### src/rtl/q7_pkg.sv
// Shared constants for the q7 strobe synchronizer: default chain depth and arm time.
`timescale 1ns/100ps
package q7_pkg;

    localparam int SYNC_STAGES_DEFAULT = 2;
    localparam int ARM_CYCLES_DEFAULT  = SYNC_STAGES_DEFAULT + 1;

    // Edges to wait after reset release before a rise may be trusted.
    function automatic int arm_cycles(input int sync_stages);
        return sync_stages + 1;
    endfunction

endpackage

### src/rtl/q7_circuit_sync_chain.sv
// N-flop metastability synchronizer; latency SYNC_STAGES clk edges.
// No backpressure: free-running shift chain, sampled every edge.
`timescale 1ns/100ps
module sync_chain
    import q7_pkg::*;
#(
    parameter int SYNC_STAGES = SYNC_STAGES_DEFAULT
) (
    input  logic clk,
    input  logic reset_n,
    input  logic d,
    output logic q
);

    logic [SYNC_STAGES-1:0] s;

    // Plain flop-to-flop chain: nothing may sit between stages.
    always_ff @(posedge clk) begin
        if (!reset_n) begin
            s <= '0;
        end else begin
            s <= {s[SYNC_STAGES-2:0], d};
        end
    end

    assign q = s[SYNC_STAGES-1];

endmodule

### src/rtl/q7_circuit.sv
// Async strobe -> one outclk-cycle pulse per rising edge; pulse high SYNC_STAGES+1 edges after the rise.
// No backpressure: every qualified rise is emitted; edges arriving before the arm time are dropped.
`timescale 1ns/100ps
module q7_circuit
    import q7_pkg::*;
#(
    parameter int SYNC_STAGES = SYNC_STAGES_DEFAULT
) (
    input  logic outclk,
    input  logic reset_n,
    input  logic async_sig,
    input  logic vcc,
    input  logic gnd,
    output logic out_sync_sig
);

    localparam int ARM_CYCLES = arm_cycles(SYNC_STAGES);
    localparam int CNT_W      = $clog2(ARM_CYCLES + 1);

    logic             sync_q;
    logic             prev;
    logic             rise;
    logic             armed;
    logic [CNT_W-1:0] arm_cnt;

    sync_chain #(
        .SYNC_STAGES (SYNC_STAGES)
    ) u_sync_chain (
        .clk     (outclk),
        .reset_n (reset_n),
        .d       (async_sig),
        .q       (sync_q)
    );

    assign rise  = sync_q & ~prev;
    assign armed = (arm_cnt == CNT_W'(ARM_CYCLES));

    // Arming hides a level that was already high at reset release from the edge detector.
    always_ff @(posedge outclk) begin
        if (!reset_n) begin
            prev         <= 1'b0;
            arm_cnt      <= '0;
            out_sync_sig <= 1'b0;
        end else begin
            prev <= sync_q;
            if (!armed) begin
                arm_cnt <= arm_cnt + 1'b1;
            end
            out_sync_sig <= (armed & rise) ? vcc : gnd;
        end
    end

endmodule

### config.mk
export PLATFORM = sky130hd
export DESIGN_NAME = q7_circuit
export DESIGN_NICKNAME = d
export VERILOG_FILES = /design/src/rtl/q7_pkg.sv /design/src/rtl/q7_circuit_sync_chain.sv /design/src/rtl/q7_circuit.sv
export SDC_FILE = /design/constraint.sdc
export NUM_CORES = 1
export LEC_CHECK = 0
export ABC_AREA = 1
export BUFFER_PORTS_ARGS = -buffer_cell sky130_fd_sc_hd__buf_4
export CAP_MARGIN = 20
export CORE_AREA = 2 2 39 41
export DETAILED_ROUTE_END_ITERATION = 16
export DIE_AREA = 0 0 41 43
export GPL_TIMING_DRIVEN = 0
export PLACE_DENSITY = 0.32
export SLEW_MARGIN = 20
export SYNTH_ARGS = -nofsm -noshare
export SYNTH_HDL_FRONTEND = slang
export SYNTH_SLANG_ARGS = --single-unit
### constraint.sdc
create_clock -name outclk -period 1.3 [get_ports outclk]
set_clock_uncertainty 0.15 [all_clocks]
set_input_delay 0.065 -clock outclk [delete_from_list [all_inputs] [get_ports outclk]]
set_output_delay 0.065 -clock outclk [all_outputs]
set_load 0.1 [all_outputs]
# Yosys cells after proc, flatten, opt, wreduce, memory -nomap -nowiden
# Cells that the tools add are included.
dict set report classes {
  eq_ne 1
  n_bitwise 3
  magnitude_cmp 0
  div_mod_pow 0
  muxes 1
  addsub 1
  reduce_logical 0
  n_mul 0
  shifts 0
}
# op n
set op_table {}
lappend op_table {{$add A2 B1 Y2 const B} 1}
lappend op_table {{$and A1 B1 Y1} 2}
lappend op_table {{$eq A2 B2 Y1 const B} 1}
lappend op_table {{$mux W1} 1}
lappend op_table {{$not A1 Y1} 1}
dict set report totals {
  ramBits 0
  register_bits 6
  mem_bits_ro 0
  n_memories 0
  latch_bits 0
}

# Depth between registers and ports, before layout
dict set report logic_depth {
  ltp_word 4
  mapped_depth 5
  depth_no_buf 5
}

# Modules after synthesis
# From an unflattened synthesis, not the netlist that was laid out.
dict set report hier_totals {
  cells_unflattened 26
  area_unflattened_um2 215.2
}
# module seq_area_each_um2 cells_each area_per_inst_um2 instances
set by_module_without_submodules {}
lappend by_module_without_submodules {q7_circuit 80.1 20 160.2 1}
lappend by_module_without_submodules {sync_chain 40.0 6 55.1 1}

# Least setup slack after synthesis
# Ideal clock, no wire load.
dict set report synth_path {
  path_kind {reg2out}
  startpoint {reg out_sync_sig}
  endpoint {out out_sync_sig}
  path_buffers 0
  slack_ns 0.176
  arrival_time_ns 0.909
  t_required_ns 1.085
  path_stages_with_launch 1
  cell_sequence {dfxtp_1}
}
# element line_no
set synth_lines {}
lappend synth_lines {{start: declaration} q7_circuit.sv:14} ;# output logic out_sync_sig
lappend synth_lines {{start signal: assignment} q7_circuit.sv:49} ;# out_sync_sig <= (armed & rise) ? vcc : gnd;
# No word-level cell between the ends.

# Final worst setup path
dict set report layout_path {
  startpoint {reg arm_cnt[0]}
  endpoint {reg out_sync_sig}
}
dict set report layout_via {
  elab_chain_len 3
}
# element line_no
set layout_lines {}
lappend layout_lines {{start: declaration} q7_circuit.sv:24} ;# logic [CNT_W-1:0] arm_cnt;
lappend layout_lines {{start signal: assignment} q7_circuit.sv:47} ;# arm_cnt <= arm_cnt + 1'b1;
lappend layout_lines {{$eq A2 B2 Y1} q7_circuit.sv:36} ;# assign armed = (arm_cnt == CNT_W'(ARM_CYCLES));
lappend layout_lines {{$and A1 B1 Y1} q7_circuit.sv:49}
lappend layout_lines {{$mux W1} q7_circuit.sv:49}
# No other way between the ends.
# A chain may end at the register's enable or synchronous reset.

==> summary.md <==
| Metric | Value |
|---|---|
| Critical-path top delay cell | `dfxtp_1` |
| Post-synth top area share | `55.8%` |
| Clk sinks | `6` |
| Layout area overhead | `55.8%` |
| Syn Nets | `32` |
| Net Sw Frac | `24.7%` |
| Post-Synthesis Cells | `26` |
| Crit-path max cell delay | `0.33 ns` |
| GRT Util Overall | `7.14%` |
| I/O Buffers | `5` |
| Avg WL per Cell | `7.24 µm` |
| Core Util, Final | `24.2%` |
| Synthesis Warnings | `0` |
| Overflow after GRT | `0` |
| Site row count | `14` |
| Max Slew Vio Count | `0` |
| Cells after DPL | `47` |
| Setup TNS | `0 ns` |
| Type of the most critical hold path | `reg2reg` |
| Logic gate share of total power | `15.4%` |
| Fin crit period | `1.10 ns` |
| Status | `completed` |
| Synthesized area | `215 µm²` |
| Syn Area/Cell | `8.28 µm²` |
| Worst-Margin Slew | `0.279 ns` |
| Die Ht | `43 µm` |
| Layout cells sized above 1 | `23.7%` |
| Synth Area in Compound Gates | `9.30%` |
| Via density | `3.61` |
| Initial antenna violation count | `0` |
| Mux contribution to synthesized area | `0%` |
| Worst endpoint required time | `1.29 ns` |
| Pwr/cell area | `1340 mW/mm²` |
| Crit share post-route | `84.3%` |
| Yosys top cell by area | `dfxtp_1` |
| I/O pin total | `6` |
| Worst-skew pair later-pin latency | `0.24 ns` |
| Reg2Reg Depth | `4` |
| Total number of vias | `195` |
| Largest net degree at the start of global routing | `7` |
| Most frequent cells in the layout | `inv_1, dfxtp_1, nand2_1, buf_4, dlygate4sd3_1` |
| Die Width | `41 µm` |
| CTS Buf Count | `3` |
| First-pass GRT wire length | `779 µm` |
| Max transition margin | `81.6%` |
| Number of distinct library cells after synthesis | `8` |
| Clock Path Buffers | `2` |
| Hold depth | `2` |
| Antenna Cells | `0` |
| Flops & latches, synth | `6` |
| CP max FO | `5` |
| Clock transition at path regs | `0.04 ns` |
| HPWL after DPL | `300 µm` |
| DIE AREA | `0.00176 mm²` |
| WP depth | `4` |
| # setup viols final | `0` |
| Critical Path Start Type | `flip-flop` |
| Sequential area share after synthesis | `55.8%` |
| Vias in the first global route | `223` |
| Routed wire length | `391 µm` |
| Final Hold Fails | `0` |
| Buf/Inv on CP | `0` |
| Crit. End Element | `flip-flop` |
| Clk pwr share | `37.8%` |
| Main combinational cell family by area after synthesis | `simple AND/OR/NAND/NOR gates` |
| Post-synthesis xor/xnor area fraction | `0%` |
| CP top delay family | `flip-flops` |
| Core Box Area | `0.00138 mm²` |
| Max-cap violations | `0` |
| Internal Power | `0.339 mW` |
| Reg power frac | `46.8%` |
| Critical path class | `reg2reg` |
| Leading post-synthesis cells by cell area | `dfxtp_1, inv_1, nand2_1` |
| Fmax | `912 MHz` |
| Most repeated library cell on the critical path | `nor2_1` |
| Final ANT Viol Nets | `0` |
| Nets | `46` |
| Initial Util | `15.6%` |
| Critical path cell sequence | `ha_1, nand3_2, nor2_1, nor2_1` |
| Unrepaired setup endpoints after global routing | `false` |
| Most common cell after layout, fill and taps aside | `inv_1` |
| First DRT Iteration DRCs | `2` |
| Static Leak | `0.175 nW` |
| Peak supply drop | `0.401 mV` |
| Post-Synth Simple-Gate Area | `16.9%` |
| RD Place Congestion | `0.542` |
| H-tree lvl count | `1` |
| DRC | `0` |
| Non-filler instance count after layout | `54` |
| CP arrival | `1.08 ns` |
| Root buffer cell | `clkbuf_4` |
| CTS tree | `yes` |
| Switch Pwr | `0.111 mW` |
| Post-synthesis adder-cell area fraction | `5.81%` |
| Pre-antenna DRT Iters | `2` |
[kinds of logic after synthesis]
group,after synthesis
buf+inv,7
fa+ha+maj,1
simple gates,8
compound gates,4
flops,6
[final cells by class]
type	count	area, µm²
sequential	6	120
clock buffer	3	22.5
timing repair buffer	9	77.6
inverter	7	26.3
fill	149	1050
tap	16	20.0
multi-input combinational	13	68.8
[tightest hold or removal path: stages (launching register included)]
cell and delay (ns):
dfxtp_1 0.30, nand2_1 0.05, inv_1 0.04
[power groups by stage]
stage / registers (mW) / logic [mW] / clock network [mW]
after global routing: 0.213 / 0.0792 / 0.191
after global placement: 0.213 / 0.0576 / 0
after floorplan: 0.225 / 0.0282 / 0
after CTS: 0.210 / 0.0708 / 0.179
final: 0.211 / 0.0694 / 0.170
after detailed placement: 0.214 / 0.0612 / 0
[what timing repair did]
action / 4_1_cts / 5_1_grt
endpoints found under the setup margin: 0 / 0
resized for setup: 0 / 0
hold buffers: 4 / 0
setup buffers: 0 / 0
endpoints found under the hold margin: 6 / 0
[through the flow]
stage                     instance area [µm²]  power (mW)  setup WS [ns]  hold WS [ns]
after global placement                    273       0.270          0.266        0.0951
after floorplan                           215       0.253          0.176       0.00845
final                                     335       0.450          0.204         0.258
after global routing                      335       0.483         0.0644         0.293
after detailed placement                  273       0.275          0.207         0.103
after CTS                                 335       0.460          0.203         0.263
[synthesized netlist by cell type]
cell,instances
a21oi_1,2
dfxtp_1,6
ha_1,1
inv_1,7
nand2_1,5
nand3_2,1
nor2_1,2
o21ai_0,2
[final timing paths]
| kind | startpoint | to | slack, ns |
|---|---|---|---|
| worst max-delay path | arm_cnt[0] | out_sync_sig | 0.20 |
| worst min-delay path | u_sync_chain.s[0] | u_sync_chain.s[1] | 0.26 |
| worst max register to register | arm_cnt[0] | out_sync_sig | 0.20 |
| worst min register to register | u_sync_chain.s[0] | u_sync_chain.s[1] | 0.26 |
[metal layers]
metal	vias to the layer above	wire length [µm]	global-route usage (%)	share of wire (%)
met3	0	32	4.71	8.2
li1	101	-	-	-
met5	-	0	0	0
met4	0	0	6.00	0
met1	88	183	7.77	47
met2	6	175	9.06	45
[flip-flops by register name (all words and copies together), names as in the netlist]
name / cells
u_sync_chain.s: 2
arm_cnt: 2
prev: 1
out_sync_sig: 1
Note: power is estimated with default switching activity, not from simulation.
